**src/rtl/mem_arbiter.sv**
```systemverilog
// Two-requester memory arbiter: round-robin grant on ties, fixed three-state
// access sequence (IDLE -> ACCESS -> DONE) with latched request attributes.
module mem_arbiter #(
  parameter int AW = 32,
  parameter int DW = 32
) (
  input  logic          clk,
  input  logic          rst,
  input  logic          m0_req,
  input  logic          m0_we,
  input  logic [AW-1:0] m0_addr,
  input  logic [DW-1:0] m0_wdata,
  output logic          m0_ready,
  output logic [DW-1:0] m0_rdata,
  input  logic          m1_req,
  input  logic          m1_we,
  input  logic [AW-1:0] m1_addr,
  input  logic [DW-1:0] m1_wdata,
  output logic          m1_ready,
  output logic [DW-1:0] m1_rdata,
  output logic          mem_en,
  output logic          mem_we,
  output logic [AW-1:0] mem_addr,
  output logic [DW-1:0] mem_wdata,
  input  logic [DW-1:0] mem_rdata,
  output logic          busy,
  output logic          owner
);

  typedef enum logic [1:0] {
    IDLE   = 2'd0,
    ACCESS = 2'd1,
    DONE   = 2'd2
  } state_t;

  state_t        state_r, state_s;
  logic          last_r, last_s;
  logic          owner_r, owner_s;
  logic          we_r, we_s;
  logic [AW-1:0] addr_r, addr_s;
  logic [DW-1:0] wdata_r, wdata_s;
  logic          grant_s;
  logic          done_s;

  // Next-state, grant selection and attribute capture
  always_comb begin
    state_s = state_r;
    last_s  = last_r;
    owner_s = owner_r;
    we_s    = we_r;
    addr_s  = addr_r;
    wdata_s = wdata_r;
    grant_s = 1'b0;
    case (state_r)
      IDLE: begin
        if (m0_req || m1_req) begin
          // On a tie the requester that did not win last time goes next
          if (m0_req && m1_req) begin
            grant_s = ~last_r;
          end else if (m1_req) begin
            grant_s = 1'b1;
          end else begin
            grant_s = 1'b0;
          end
          state_s = ACCESS;
          last_s  = grant_s;
          owner_s = grant_s;
          if (grant_s) begin
            we_s    = m1_we;
            addr_s  = m1_addr;
            wdata_s = m1_wdata;
          end else begin
            we_s    = m0_we;
            addr_s  = m0_addr;
            wdata_s = m0_wdata;
          end
        end else begin
          state_s = IDLE;
        end
      end
      ACCESS:  state_s = DONE;
      DONE:    state_s = IDLE;
      default: state_s = IDLE;
    endcase
  end

  // State and latched-attribute registers with synchronous reset
  always_ff @(posedge clk) begin
    if (rst) begin
      state_r <= IDLE;
      last_r  <= 1'b1;
      owner_r <= 1'b0;
      we_r    <= 1'b0;
      addr_r  <= {AW{1'b0}};
      wdata_r <= {DW{1'b0}};
    end else begin
      state_r <= state_s;
      last_r  <= last_s;
      owner_r <= owner_s;
      we_r    <= we_s;
      addr_r  <= addr_s;
      wdata_r <= wdata_s;
    end
  end

  // Outputs decode directly from registered state, so they are glitch-free
  assign done_s    = (state_r == DONE);
  assign mem_en    = (state_r == ACCESS);
  assign mem_we    = mem_en & we_r;
  assign mem_addr  = addr_r;
  assign mem_wdata = wdata_r;
  assign busy      = (state_r != IDLE);
  assign owner     = owner_r;
  assign m0_ready  = done_s & ~owner_r;
  assign m1_ready  = done_s & owner_r;
  assign m0_rdata  = (m0_ready && !we_r) ? mem_rdata : {DW{1'b0}};
  assign m1_rdata  = (m1_ready && !we_r) ? mem_rdata : {DW{1'b0}};

endmodule
```
**config.mk**
```make
export PLATFORM = sky130hd
export DESIGN_NAME = mem_arbiter
export DESIGN_NICKNAME = d
export VERILOG_FILES = /design/src/rtl/mem_arbiter.sv
export SDC_FILE = /design/constraint.sdc
export NUM_CORES = 1
export LEC_CHECK = 0
export CORE_MARGIN = 2
export CORE_UTILIZATION = 27
export DETAILED_ROUTE_END_ITERATION = 12
export PLACE_DENSITY = 0.69
export SETUP_SLACK_MARGIN = 0.4
export SYNTH_ARGS = -nofsm -noshare
export SYNTH_HDL_FRONTEND = slang
export SYNTH_SLANG_ARGS = --single-unit
```
**constraint.sdc**
```tcl
create_clock -name clk -period 2.22 [get_ports clk]
set_input_delay 0.666 -clock clk [delete_from_list [all_inputs] [get_ports clk]]
set_output_delay 0.666 -clock clk [all_outputs]
set_load 0.01 [all_outputs]
```
==> results of run 1 <==
-- report_power, final --
part | leakage, uW | internal [uW] | total (uW) | switching [uW]
Sequential | 0.000574 | 1390 | 1470 | 82.1
Combinational | 0.00292 | 979 | 1760 | 782
Clock | 0.000141 | 863 | 1410 | 550
-- kinds of logic (layout without fill, tap and decap cells) --
kind of cell | Yosys count | in the layout
simple gates | 208 | 208
compound gates | 135 | 135
flops | 69 | 69
buf+inv | 50 | 374
other cells | 0 | 2
-- synth_stat cells, drive strengths merged --
master	instances	area share, %
a311oi	65	16
nor2	3	0.52
nor3	1	0.14
and2	65	11
nand3b	1	0.21
dfxtp	69	38
clkbuf	16	1.8
o21ai	2	0.28
and3b	1	0.24
a21bo	1	0.28
or2	1	0.17
a21oi	66	9.2
nor2b	2	0.35
a21boi	1	0.31
nand3	1	0.14
nand2	130	14
inv	1	0.10
nor3b	1	0.35
and2b	2	0.42
buf	33	6.3
-- per-stage QoR --
stage	cells	util [%]	hold slack [ps]	power (uW)	setup WS (ps)
2_1_floorplan	462	-	489	2020	440
3_3_place_gp	907	51.8	508	2770	-375
5_1_grt	964	64.4	549	4820	-139
3_5_place_dp	907	51.8	515	2800	-373
4_1_cts	953	59.8	516	4440	-107
6_report	964	64.4	516	4640	-104
-- flip-flops by register name (all words and copies together) (netlist names) --
signal and flops:
mem_addr 32, mem_wdata 32, state_r 2, last_r 1, owner 1, we_r 1
-- cell usage in the layout, fill, tap and decap left out, types with 2 or more instances in the layout --
cell type	n
a21oi_1	65
a311oi_2	64
and2_1	2
and2_4	63
and2b_2	2
buf_12	14
buf_16	13
buf_2	4
buf_4	10
buf_6	80
buf_8	2
bufbuf_16	2
clkbuf_16	13
clkdlybuf4s50_1	164
clkinv_2	2
clkinv_4	2
dfxtp_1	66
dfxtp_2	3
diode_2	2
dlygate4sd2_1	65
nand2_1	130
nor2_4	2
o21ai_0	2
-- worst paths after layout --
| kind | cells past startpoint | startpoint | endpoint |
|---|---|---|---|
| hold reg to reg | 2 | mem_addr[8]$_SDFFE_PP0P_ | mem_addr[8]$_SDFFE_PP0P_ |
| setup / recovery | 6 | state_r[0]$_SDFF_PP0_ | m1_rdata[7] |
| setup reg to reg | 14 | state_r[0]$_SDFF_PP0_ | mem_wdata[5]$_SDFFE_PP0P_ |
| hold / removal | 2 | mem_addr[8]$_SDFFE_PP0P_ | mem_addr[8]$_SDFFE_PP0P_ |
-- repair_timing --
item | CTS | global route
endpoints found under the setup margin | 138 | 135
cloned | 15 | 5
pin swaps | 80 | 37
setup buffers | 16 | 4
resized for setup | 493 | 90
-- area by class of cell --
| cell class | instances | share of cell area, % |
|---|---|---|
| timing repair buffer | 358 | 47.7 |
| tap | 176 | 2.60 |
| antenna | 2 | 0.0591 |
| multi-input combinational | 343 | 29.8 |
| clock buffer | 9 | 2.66 |
| clock inverter | 6 | 0.769 |
| inverter | 1 | 0.0443 |
| sequential | 69 | 16.4 |
-- critical path: stages (launching register included) --
cell and delay (ps):
dfxtp_2 350, and3b_1 190, and2b_2 250, buf_6 150, buf_16 130, and2_4 150
buf_6 110
-- metal layers --
layer  global-route usage (%)  routed length [um]
met1                     25.6                7140
met3                     6.94                1340
met2                     45.4               10100
met5                        0                   0
met4                     10.6                 624
==> key figures, run 1 <==
Outcome
  – Status: complete, but fails checks
  – Failing checks: negative setup slack

Detailed routing
  – Antenna viol nets, final: 0
  – Initial DRC Count: 228
  – Pre-antenna DRT Iters: 4
  – Final wirelength: 19200 um
  – Residual DRC: 0
  – WL per Instance: 19.9 um
  – Via density per instance: 5.13
  – Detailed-route via count: 4945

Critical path
  – Worst reg-to-reg setup slack: 170 ps
  – Crit-path max FO: 8
  – Worst EP required: 1550 ps
  – Kind of start point of the critical path: flip-flop
  – CP Data Arrival Time: 1660 ps
  – Crit path kind: reg2out
  – CP Capture Type: primary output

Synth
  – Ys Warns: 0
  – Distinct cells, synth: 24
  – Cell Area, Synth: 3590 sq um
  – Synth Area in Simple Gates: 27.4%
  – Sequential fraction of the synthesis area: 38.4%
  – Main combinational cell family by area after synthesis: simple AND/OR/NAND/NOR gates
  – Xor/xnor share of the synthesized area: 0%
  – Register bit total from synthesis: 69
  – Adder-Cell Fraction of Synth Area: 0%
  – Mux share of post-synthesis cell area: 0%
  – Post-synthesis average cell area: 7.78 sq um
  – Post-synthesis compound-gate area fraction: 25.9%
  – Gate Count Post-Synth: 462
  – Syn nets: 628

Min path
  – Hold/Removal Path Class: reg2reg

CTS
  – Num CTS Buffers: 9
  – CTS clk-pin slew, worst paths: 60 ps
  – Clk_lat worst skew: 330 ps
  – Htree depth: 3
  – CTS Root Cell: clkbuf_16
  – Clk sinks: 69
  – # hold bufs at CTS: 0
  – Clk buf depth: 2
  – TritonCTS clock tree: built

Timing
  – Final Max Slew Viols: 0
  – RSZ-0062 raised after global routing: yes
  – Setup TNS: -2190 ps
  – Setup violators final: 26
  – Highest clock rate: 430 MHz
  – Crit share post-route: 105%
  – Worst slew pin tran: 654 ps
  – Setup ws final: -104 ps
  – Worst slew margin: 56.4%
  – Final clock skew: 9.05 ps
  – Crit path time final: 2320 ps
  – Fin. Hold Viols: 0

Global route
  – Vias in the first global route: 4973
  – Gr usage total: 24.5%
  – First-pass GRT wire length: 27100 um
  – Global route total overflow: 0
  – Initial antenna violation count: 2
  – Largest net degree at the start of global routing: 40

Floorplan
  – I/O Pins: 300
  – Die span in x: 119 um
  – Die footprint: 14200 sq um
  – Initial Utilization: 27.4%
  – Row cnt: 42
  – Die height: 119 um
  – Placeable Area: 13100 sq um

Layout
  – Multi-input logic area: 2520 sq um
  – Share of cells above drive strength 1: 36.4%
  – Fill count: 1088
  – Post-route cell area: 8470 sq um
  – Nets: 948
  – Register area: 1390 sq um
  – Area Overhead vs Synth: 136%

Placed design
  – RePlAce Congestion: 0.813
  – IO Port Bufs: 299
  – Cell Area, Placed: 6800 sq um
  – DP HPWL: 11100 um

Run
  – Max_cap viols: 0

Power
  – Worst vdd ir: 0.324 mV
  – Pleak: 0.00364 uW
  – Power Dens Cells: 548 nW/um^2
(Power assumes the default switching activity.)
==> run 2, diff against run 1 <==
--- a/config.mk
+++ b/config.mk
@@ -5,10 +5,11 @@
 export SDC_FILE = /design/constraint.sdc
 export NUM_CORES = 1
 export LEC_CHECK = 0
-export CORE_MARGIN = 2
-export CORE_UTILIZATION = 27
+export CORE_AREA = 2 2 118 120
 export DETAILED_ROUTE_END_ITERATION = 12
-export PLACE_DENSITY = 0.69
+export DIE_AREA = 0 0 120 122
+export MAX_ROUTING_LAYER = met4
+export PLACE_DENSITY_LB_ADDON = 0.3
 export SETUP_SLACK_MARGIN = 0.4
 export SYNTH_ARGS = -nofsm -noshare
 export SYNTH_HDL_FRONTEND = slang
==> key figures, run 2 (same netlist as run 1, synthesis figures left out) <==
Critical path
  – FF-to-FF path depth: 5
  – CP Capture Type: primary output
  – Kind of start point of the critical path: flip-flop
  – CP Data Arrival Time: 1680 ps
  – Worst EP required: 1550 ps
  – Crit path kind: reg2out
  – Crit-path max FO: 8

Placed design
  – IO Port Bufs: 299
  – RePlAce Congestion: 0.891
  – Setup slack after placement: -369 ps
  – DP Cell Count: 912
  – DP HPWL: 11800 um
  – Cell Area, Placed: 6790 sq um

Detailed routing
  – Pre-antenna DRT Iters: 4
  – Highest Signal Layer: met4
  – WL per Instance: 17.9 um
  – Residual DRC: 0
  – Met2 wire length: 8940 um
  – Final wirelength: 17100 um
  – Initial DRC Count: 183
  – Antenna viol nets, final: 0
  – Via density per instance: 4.98
  – Detailed-route via count: 4768
  – Met3 WL: 1130 um
  – Met1 WL: 6340 um

Layout
  – Final Non-Filler Cells: 958
  – Most common cell after layout, fill and taps aside: clkdlybuf4s50_1
  – Core Util, Final: 56.1%
  – Area Overhead vs Synth: 111%
  – Nets: 933
  – Share of cells above drive strength 1: 26.0%
  – Most frequent cells in the layout: clkdlybuf4s50_1 (162), nand2_1 (130), buf_6 (88)
  – Post-route cell area: 7580 sq um

Floorplan
  – Die footprint: 14600 sq um
  – Initial Utilization: 26.6%
  – Placeable Area: 13500 sq um
  – Row cnt: 43
  – Die height: 122 um
  – Die span in x: 120 um
  – I/O Pins: 300

CTS
  – # hold bufs at CTS: 0
  – Clk buf depth: 2
  – Num CTS Buffers: 9
  – TritonCTS clock tree: built
  – Clk sinks: 69
  – Clk_lat worst skew: 320 ps
  – Htree depth: 3
  – CTS clk-pin slew, worst paths: 50 ps
  – CTS Root Cell: clkbuf_16

Timing
  – Setup ws final: -122 ps
  – RSZ-0062 raised after global routing: yes
  – Final Max Slew Viols: 0
  – Setup TNS: -3560 ps
  – Worst slew pin tran: 546 ps
  – Crit path time final: 2340 ps
  – Fin. Hold Viols: 0
  – Final clock skew: 5.14 ps
  – Highest clock rate: 427 MHz
  – Worst slew margin: 63.6%
  – Setup violators final: 47
  – Crit share post-route: 105%

Outcome
  – Status: complete, but fails checks
  – Failing checks: negative setup slack

Global route
  – Vias in the first global route: 4761
  – Largest net degree at the start of global routing: 67
  – Gr usage total: 22.3%
  – Global route total overflow: 0
  – Initial antenna violation count: 6
  – First-pass GRT wire length: 24900 um

Run
  – Max_cap viols: 0

Power
  – Power Dens Cells: 560 nW/um^2
  – Worst vdd ir: 0.401 mV
  – Pleak: 0.00334 uW

Min path
  – Hold depth: 2
  – Hold/Removal Path Class: reg2reg
[run 2: changes by cell type in the layout (fill, tap and decap cells not counted), moves of 3 or more]
cell	previous run	this run
buf_16	13	2
clkbuf_1	0	3
dlygate4sd2_1	65	68
diode_2	2	6
buf_6	80	88
clkbuf_16	13	9
a311oi_2	64	0
buf_12	14	8
a311oi_1	1	65
[run 2: layout make-up]
class                   count  area (sq um)
fillers                  1221          5930
repair buffers            343          3530
multi-input cells         343          2100
flip-flops and latches     69          1390
clock buffers              12           236
well taps                 180           225
clock inverters             4          72.6
diodes                      6          15.0
inverters                   1          6.26
[run 2: through the flow]
| step | power (uW) | hold slack [ps] |
|---|---|---|
| after floorplan | 2020 | 489 |
| after global placement | 2770 | 508 |
| after detailed placement | 2790 | 517 |
| after CTS | 4230 | 521 |
| after global routing | 4470 | 540 |
| final | 4250 | 516 |
[run 2: worst paths after layout]
| kind | from | endpoint | slack [ps] |
|---|---|---|---|
| worst max-delay path | state_r[0]$_SDFF_PP0_ | m1_rdata[4] | -120 |
| worst min-delay path | mem_wdata[28]$_SDFFE_PP0P_ | mem_wdata[28]$_SDFFE_PP0P_ | 520 |
| worst max register to register | state_r[0]$_SDFF_PP0_ | mem_wdata[7]$_SDFFE_PP0P_ | 590 |
| worst min register to register | mem_wdata[28]$_SDFFE_PP0P_ | mem_wdata[28]$_SDFFE_PP0P_ | 520 |
[run 2: routing by layer]
metal  track usage (%)  up-vias
li1                  -     2244
met1              22.5     2257
met2              39.6      228
met3              5.57       39
met4              12.4        0
met5                 -        -
[run 2: critical path, cell delays in order (launching register included)]
cell     delay (ps)
dfxtp_4         350
and3b_1         240
and2b_2         250
buf_6           160
buf_6           110
and2_4          130
buf_6           100
[run 2: what timing repair did]
item	4_1_cts	5_1_grt
setup buffers	9	8
gates cloned	5	2
pin swaps	23	32
endpoints found under the setup margin	138	100
hold endpoints to repair	0	0
resized for setup	395	110
[run 2: report_power, final]
part / total (uW) / switching (uW) / internal [uW]
combinational: 1300 / 590 / 705
clock: 1490 / 508 / 982
sequential: 1460 / 75.1 / 1390
total: 4250 / 1170 / 3070
==> run 3, diff against run 2 <==
--- a/config.mk
+++ b/config.mk
@@ -5,9 +5,11 @@
 export SDC_FILE = /design/constraint.sdc
 export NUM_CORES = 1
 export LEC_CHECK = 0
-export CORE_AREA = 2 2 118 120
+export CELL_PAD_IN_SITES_DETAIL_PLACEMENT = 0
+export CELL_PAD_IN_SITES_GLOBAL_PLACEMENT = 1
+export CORE_MARGIN = 2
+export CORE_UTILIZATION = 23
 export DETAILED_ROUTE_END_ITERATION = 12
-export DIE_AREA = 0 0 120 122
 export MAX_ROUTING_LAYER = met4
 export PLACE_DENSITY_LB_ADDON = 0.3
 export SETUP_SLACK_MARGIN = 0.4
==> key figures, run 3 (same netlist as run 1, synthesis figures left out) <==
Outcome
  – Status: complete, but fails checks
  – Failing checks: negative setup slack

Global route
  – Initial antenna violation count: 4
  – Global route total overflow: 0
  – Vias in the first global route: 4499
  – Largest net degree at the start of global routing: 70
  – Gr usage total: 20.4%
  – First-pass GRT wire length: 24900 um

Placed design
  – IO Port Bufs: 299
  – RePlAce Congestion: 0.888
  – Setup slack after placement: -329 ps
  – DP Cell Count: 940
  – Cell Area, Placed: 6840 sq um
  – DP HPWL: 11800 um

Min path
  – Hold depth: 2
  – Hold/Removal Path Class: reg2reg
  – Hold Startpoint: mem_addr[26]$_SDFFE_PP0P_
  – Hold Path End: mem_addr[26]$_SDFFE_PP0P_

CTS
  – Clk sinks: 69
  – Num CTS Buffers: 9
  – Htree depth: 3
  – Clk_lat worst skew: 330 ps
  – TritonCTS clock tree: built
  – CTS Root Cell: clkbuf_16
  – Clk buf depth: 2
  – # hold bufs at CTS: 0
  – CTS clk-pin slew, worst paths: 60 ps

Timing
  – Fin. Hold Viols: 0
  – Setup violators final: 19
  – Highest clock rate: 445 MHz
  – Worst slew margin: 76.6%
  – Setup ws final: -26.0 ps
  – RSZ-0062 raised after global routing: yes
  – Worst slew pin tran: 351 ps
  – Final clock skew: 10.5 ps
  – Crit path time final: 2250 ps
  – Setup TNS: -214 ps
  – Final Max Slew Viols: 0
  – Crit share post-route: 101%

Critical path
  – FF-to-FF path depth: 7
  – Worst EP required: 1550 ps
  – Kind of start point of the critical path: flip-flop
  – Worst reg-to-reg setup slack: 560 ps
  – CP Cell Sequence: nor3b_4, and2b_2, buf_12, clkbuf_16, and2_4, buf_6
  – Crit path kind: reg2out
  – CP top delay family: simple AND/OR/NAND/NOR gates
  – Reg-to-reg endpoint: mem_wdata[11]$_SDFFE_PP0P_
  – R2r startpoint: state_r[0]$_SDFF_PP0_
  – Slowest-stage cell, CP: dfxtp_4
  – CP Capture Type: primary output
  – Largest stage delay, worst path: 350 ps
  – Buf+Inv Stages, Crit Path: 3
  – Crit-path max FO: 7
  – CP Data Arrival Time: 1580 ps

Detailed routing
  – Pre-antenna DRT Iters: 5
  – Final wirelength: 17800 um
  – Highest Signal Layer: met4
  – Antenna viol nets, final: 0
  – Detailed-route via count: 4671
  – Via density per instance: 4.77
  – Met2 wire length: 9300 um
  – Initial DRC Count: 131
  – Residual DRC: 0
  – Met1 WL: 6800 um
  – WL per Instance: 18.2 um
  – Met3 WL: 1290 um

Floorplan
  – Die span in x: 129 um
  – Row cnt: 45
  – Initial Utilization: 23.6%
  – I/O Pins: 300
  – Placeable Area: 15300 sq um
  – Die footprint: 16600 sq um
  – Die height: 129 um

Power
  – Pleak: 0.00337 uW
  – Worst vdd ir: 0.374 mV
  – Power Dens Cells: 582 nW/um^2

Layout
  – Final Non-Filler Cells: 979
  – Area Overhead vs Synth: 113%
  – Nets: 925
  – Post-route cell area: 7650 sq um
  – Most common cell after layout, fill and taps aside: clkdlybuf4s50_1
  – Fill count: 1461
  – Share of cells above drive strength 1: 24.6%
  – Most frequent cells in the layout: clkdlybuf4s50_1 (162), nand2_1 (130), dlygate4sd2_1 (67)

Run
  – Max_cap viols: 0
==> run 3: changes by cell type in the layout (fill, tap and decap cells not counted), sizes merged <==
cell	previous run	this run
buf	112	100
bufbuf	0	4
bufinv	2	3
clkdlybuf4s15	1	0
clkinv	1	2
diode	6	4
dlygate4sd2	68	67
==> run 3: layout make-up <==
| class | instances | area, sq um | area share [%] |
|---|---|---|---|
| clock buffer | 10 | 229 | 2.99 |
| sequential | 69 | 1390 | 18.2 |
| timing repair buffer | 335 | 3550 | 46.3 |
| clock inverter | 6 | 111 | 1.45 |
| multi-input combinational | 343 | 2100 | 27.4 |
| tap | 211 | 264 | 3.45 |
| inverter | 1 | 6.26 | 0.0817 |
| antenna | 4 | 10.0 | 0.131 |
==> run 3: worst max-delay path by stage <==
| stage | startpoint | to | slack (ps) | cells after the start |
|---|---|---|---|---|
| after floorplan | state_r[0]$_SDFF_PP0_ | m1_rdata[10] | 440 | 4 |
| after global placement | mem_rdata[5] | m1_rdata[5] | -330 | 3 |
| after detailed placement | mem_rdata[28] | m1_rdata[28] | -330 | 3 |
| after CTS | state_r[0]$_SDFF_PP0_ | m0_rdata[13] | -40 | 6 |
| after global routing | owner$_SDFFE_PP0P_ | m0_rdata[27] | -100 | 6 |
| final | owner$_SDFFE_PP0P_ | m0_rdata[16] | -30 | 6 |
==> run 3: report_power, final <==
part / switching (uW) / leakage [uW] / total [uW] / internal [uW]
clock network: 549 / 0.000163 / 1650 / 1100
logic: 600 / 0.00263 / 1340 / 742
registers: 76.6 / 0.000575 / 1460 / 1390
total: 1230 / 0.00337 / 4450 / 3230
==> run 3: layer usage <==
layer / vias to the layer above / GRT usage (%)
li1: 2227 / -
met1: 2212 / 20.7
met2: 209 / 37.4
met3: 23 / 5.82
met4: 0 / 6.97
met5: - / -
==> run 3: repair_timing <==
item                       4_1_cts  5_1_grt
resized for setup              392       91
buffers inserted                 6        4
hold endpoints to repair         0        0
gates cloned                     7        2
pin swaps                       26       27
setup endpoints to repair      136       72
==> run 3: tightest hold or removal path: stages (launching register included) <==
cell and delay [ps]:
dfxtp_1 300, a21oi_1 110, a311oi_1 50
==> run 3: metrics by stage <==
stage	power [uW]	util [%]	hold WS [ps]
final	4450	50.2	511
after global routing	4650	50.2	530
after CTS	4470	47.2	517
after detailed placement	2810	44.9	517
after global placement	2790	44.9	508
after floorplan	2020	-	489
